===== config.mk =====
export PLATFORM = sky130hd
export DESIGN_NAME = pulse_sync_rx
export DESIGN_NICKNAME = d
export VERILOG_FILES = /design/src/rtl/pulse_sync_pkg.sv /design/src/rtl/pulse_sync_rx_ch.sv /design/src/rtl/pulse_sync_rx.sv
export SDC_FILE = /design/constraint.sdc
export NUM_CORES = 1
export LEC_CHECK = 0
export BUFFER_PORTS_ARGS = -buffer_cell sky130_fd_sc_hd__clkbuf_2
export CAP_MARGIN = 15
export CORE_MARGIN = 4
export CORE_UTILIZATION = 56
export DETAILED_ROUTE_END_ITERATION = 8
export PLACE_DENSITY = 0.82
export SYNTH_ARGS = -nofsm -noshare
export SYNTH_HDL_FRONTEND = slang
export SYNTH_SLANG_ARGS = --single-unit

===== constraint.sdc =====
create_clock -name clk -period 5.3 [get_ports clk]
set_input_delay 0.795 -clock clk [delete_from_list [all_inputs] [get_ports clk]]
set_output_delay 0.795 -clock clk [all_outputs]
set_load 0.01 [all_outputs]

===== src/rtl/pulse_sync_pkg.sv =====
// Shared constants and parameter helpers for the multi-channel toggle
// pulse receiver.
package pulse_sync_pkg;

  localparam int SYNC_STAGES_MIN = 2;
  localparam int CNT_W_MAX       = 16;

  // Number of events one channel can hold before further arrivals are dropped.
  function automatic int cnt_capacity(input int cnt_w);
    return (1 << cnt_w) - 1;
  endfunction

  function automatic bit params_ok(input int ch, input int stages, input int cnt_w);
    return (ch >= 1) && (stages >= SYNC_STAGES_MIN) &&
           (cnt_w >= 1) && (cnt_w <= CNT_W_MAX);
  endfunction

endpackage


===== src/rtl/pulse_sync_rx_ch.sv =====
// One receive channel: toggle synchroniser, edge detector, saturating
// pending-event counter and sticky overflow flag.
module pulse_sync_rx_ch
  import pulse_sync_pkg::*;
#(
  parameter int SYNC_STAGES = 2,
  parameter int CNT_W       = 3
) (
  input  logic             clk,
  input  logic             rst,
  input  logic             tgl,
  output logic             pulse,
  output logic             valid,
  input  logic             ready,
  output logic [CNT_W-1:0] cnt,
  output logic             ovf,
  input  logic             ovf_clr
);

  localparam logic [CNT_W-1:0] CNT_MAX = CNT_W'(cnt_capacity(CNT_W));

  (* ASYNC_REG = "TRUE" *) logic [SYNC_STAGES-1:0] sync;
  logic last;
  logic inc;
  logic pop;
  logic full;

  // Both terms are flops, so the pulse cannot glitch on a tgl change.
  assign pulse = sync[SYNC_STAGES-1] ^ last;
  assign valid = (cnt != '0);
  assign inc   = pulse;
  assign pop   = valid & ready;
  assign full  = (cnt == CNT_MAX);

  always_ff @(posedge clk) begin
    if (rst) begin
      sync <= '0;
      last <= 1'b0;
      cnt  <= '0;
      ovf  <= 1'b0;
    end else begin
      sync <= {sync[SYNC_STAGES-2:0], tgl};
      last <= sync[SYNC_STAGES-1];

      // A simultaneous arrival and pop leaves the count alone, even when full.
      if (inc && !pop && !full) begin
        cnt <= cnt + 1'b1;
      end else if (!inc && pop) begin
        cnt <= cnt - 1'b1;
      end

      // A drop in the same cycle as a clear request keeps the flag set.
      if (inc && !pop && full) begin
        ovf <= 1'b1;
      end else if (ovf_clr) begin
        ovf <= 1'b0;
      end
    end
  end

endmodule


===== src/rtl/pulse_sync_rx.sv =====
// Destination-side receiver for CH toggle-encoded event streams; each channel
// is independent and the top level only slices the buses.
module pulse_sync_rx
  import pulse_sync_pkg::*;
#(
  parameter int CH          = 4,
  parameter int SYNC_STAGES = 2,
  parameter int CNT_W       = 3
) (
  input  logic                clk,
  input  logic                rst,
  input  logic [CH-1:0]       tgl_in,
  output logic [CH-1:0]       pulse_out,
  output logic [CH-1:0]       evt_valid,
  input  logic [CH-1:0]       evt_ready,
  output logic [CH*CNT_W-1:0] evt_cnt,
  output logic [CH-1:0]       ovf,
  input  logic [CH-1:0]       ovf_clr
);

  if (!params_ok(CH, SYNC_STAGES, CNT_W)) begin : g_param_check
    $error("pulse_sync_rx: illegal CH/SYNC_STAGES/CNT_W combination");
  end

  // Handshake: per channel, one event leaves at every rising edge where
  // evt_valid and evt_ready are both high; evt_valid never depends on
  // evt_ready, and evt_ready is ignored while evt_valid is low.
  for (genvar i = 0; i < CH; i++) begin : g_ch
    pulse_sync_rx_ch #(
      .SYNC_STAGES(SYNC_STAGES),
      .CNT_W      (CNT_W)
    ) u_ch (
      .clk    (clk),
      .rst    (rst),
      .tgl    (tgl_in[i]),
      .pulse  (pulse_out[i]),
      .valid  (evt_valid[i]),
      .ready  (evt_ready[i]),
      .cnt    (evt_cnt[i*CNT_W +: CNT_W]),
      .ovf    (ovf[i]),
      .ovf_clr(ovf_clr[i])
    );
  end

endmodule


==> metrics.yaml <==
synth:
  syn_avg_cell_area_um2: 9.175
  synthTopCellsByCount: "dfxtp_1 (28), nor2b_1 (17), inv_1 (16)"
  syn_nets: 183
  synth-edff-count: 0
  ys_types: 33
  synth_area_um2: 1514
  synth_top_area_share_pct: 37.02
  yosys_warnings: 0
  synth_area_leaders: "dfxtp_1 (37%), nor2b_1 (7.0%), buf_4 (6.0%)"
  synth-main-ff-cell: "dfxtp_1"
  yosysSeqAreaShare_pct: 37.02
  synth-async-reset-ratio_pct: 0
  post-synth-top-count-cell: "dfxtp_1"
  yosys_register_bits: 28
  syn-instance-count: 165
  synth.largest_area_cell: "dfxtp_1"
grt:
  grt_pass1_wl_um: 4560
  grt_start_max_net_pins: 33
  antenna_found_initial: 0
  grt_usage_pct: 16.64
  overflow: 0
  grt_pass1_vias: 1081
final_layout:
  multiInputGateArea_um2: 787.0
  utilization_pct: 66.72
  fin_area_um2: 1683
  regArea_um2: 560.5
  drive_gt1_share_pct: 25.79
  synthToLayoutAreaGrowth_pct: 11.16
  fillers: 248
  nNetsFinal: 209
  antennaDiodeCount: 0
worst_setup_path:
  crit_buf_inv: 2
  crit_chain: "clkbuf_2, a21o_1, a211oi_2, inv_1, fa_1, nor3_1, o21ai_0, nor3b_1"
  slowest_delay_ns: 0.39
  start_kind: "input port"
  crit_family: "compound AO/OA/AOI/OAI gates"
  reg2reg_depth: 7
  worstPathArrival_ns: 2.48
  reg2reg_from: "g_ch[3].u_ch.cnt[0]$_SDFFE_PP0P_"
  r2r_setup_slack_ns: 3.14
  cp-end-kind: "register"
  cp.required_ns: 5.51
  crit_slowest_cell: "fa_1"
  path_class: "in -> reg"
  cp_max_fo: 5
  timing.rr.end: "g_ch[3].u_ch.cnt[2]$_SDFFE_PP0P_"
floorplanning:
  start_util_pct: 60.02
  core-area_um2: 2522
  die_h_um: 60.00
  dieArea_um2: 3599
  num_rows: 18
  die_width_um: 60.00
  io_pins: 38
sta:
  whs_ns: 0.4583
  rsz0062_at_grt: "no"
  fin_crit_sh_pct: 42.73
  setup_viol: 0
  period_minus_slack_ns: 2.265
  max_slew_margin_pct: 59.36
  setup-tns-final_ns: 0
  timing.final.max_slew_violations: 0
  fmax_mhz: 441.5
  hold_viol_final: 0
  fin_worst_skew_ns: 0.005930
  tightest_slew_ns: 0.6096
detailed_routing:
  vias_per_cell: 5.573
  final_antenna_net_count: 0
  drc: 0
  vias: 1226
  wl_um: 2782
  wl_per_cell_um: 12.65
  drt_iter0_markers: 34
  drt_first_pass_iters: 4
cts:
  cts_sinks: 28
  cts_buffer_depth: 2
  cts_buffers: 3
  cts_tree: "built"
  post_cts_resized: 0
  root_buffer: "clkbuf_4"
  cts_hold_buf: 0
  cts_setup_buffers: 0
  clk_latency_ns: 0.33
  clk_pin_slew_ns: 0.15
  cts-htree-levels: 1
min_path:
  whs_endpoint: "g_ch[3].u_ch.sync[1]$_SDFF_PP0_"
  worstHoldStart: "g_ch[3].u_ch.sync[0]$_SDFF_PP0_"
  whs_path_depth: 1
  min_path_type: "reg -> reg"
power_and_ir_drop:
  p_seq_share_pct: 42.0
  leakagePower_nw: 0.7201
  p_switching_mw: 0.3131
  peakVddDrop_mv: 0.3156
  sw_frac_of_total_pct: 39.09
  p_int_mw: 0.4878
  power_mw: 0.8009
  powerDensity_nw_per_um2: 475.9
  combPwrFrac_pct: 40.7
  clockPowerShare_pct: 17.3
run:
  cap_violations: 0
place:
  hpwl_um: 2168
  gp_congestion: 0.7847
  dpl_cell_area_um2: 1630
  port_buffers: 37
run_status:
  outcome: "completed"
[flip-flops by register name, indices dropped and copies added, names as in the netlist]
name / count
g_ch.u_ch.last: 4
g_ch.u_ch.ovf: 4
g_ch.u_ch.sync: 8
g_ch.u_ch.cnt: 12
[kinds of logic after synthesis]
logic type	Yosys count	share of synthesized area [%]
AO/OA/AOI/OAI	42	21.40
XOR/XNOR	4	2.811
adder cells (fa/ha/maj)	4	5.289
buffers and inverters	32	10.99
flip-flops	28	37.02
multiplexers	1	0.9914
AND/OR/NAND/NOR	54	21.49
[power by group through the flow]
stage                     Sequential, mW  Combinational [mW]  Clock [mW]
after global routing               0.352               0.368       0.149
after global placement             0.337               0.312           0
final                              0.337               0.326       0.138
after detailed placement           0.342               0.330           0
after CTS                          0.337               0.332       0.140
after floorplan                    0.340               0.254           0
[layout make-up]
type	instances	area share (%)
multi-input cells	105	46.77
flip-flops and latches	28	33.31
repair buffers	37	11.00
inverters	16	3.569
well taps	30	2.230
clock inverters	1	1.784
clock buffers	3	1.338
[metrics by stage]
stage / instances / worst slack, ns
2_1_floorplan: 165 / 2.990
3_3_place_gp: 216 / 2.788
3_5_place_dp: 216 / 2.684
4_1_cts: 220 / 3.038
5_1_grt: 220 / 2.871
6_report: 220 / 3.035
[metal layers]
metal / up-vias / share of wire [%] / track usage, % / routed length [um]
met5: - / 0 / 0 / 0
met4: 0 / 0.72 / 3.797 / 20
met3: 2 / 4.4 / 3.888 / 123
met2: 24 / 54 / 32.72 / 1493
met1: 577 / 41 / 17.44 / 1145
li1: 623 / - / - / -
[placed cells by master (no fill, tap or decap), types with 4 or more instances in the layout]
master / Yosys / layout
clkbuf_2: 0 / 37
dfxtp_1: 28 / 28
nor2b_1: 17 / 17
inv_1: 16 / 16
nor3_1: 11 / 11
o21ai_0: 7 / 7
nor2_1: 6 / 6
nor3b_1: 6 / 6
a21oi_1: 5 / 5
or3_1: 5 / 5
o21a_1: 4 / 4
nand2b_1: 4 / 4
o31ai_1: 4 / 4
o41ai_1: 4 / 4
fa_1: 4 / 4
[worst max path at each step]
stage | start | slack [ns] | depth (start not counted) | end
2_1_floorplan | evt_ready[1] | 2.99 | 7 | g_ch[1].u_ch.cnt[2]$_SDFFE_PP0P_
3_3_place_gp | evt_ready[1] | 2.79 | 8 | g_ch[1].u_ch.cnt[2]$_SDFFE_PP0P_
3_5_place_dp | evt_ready[3] | 2.68 | 8 | g_ch[3].u_ch.cnt[2]$_SDFFE_PP0P_
4_1_cts | evt_ready[3] | 3.04 | 8 | g_ch[3].u_ch.cnt[2]$_SDFFE_PP0P_
5_1_grt | evt_ready[1] | 2.87 | 8 | g_ch[1].u_ch.cnt[2]$_SDFFE_PP0P_
6_report | evt_ready[3] | 3.04 | 8 | g_ch[3].u_ch.cnt[2]$_SDFFE_PP0P_
(Power assumes the default switching activity.)
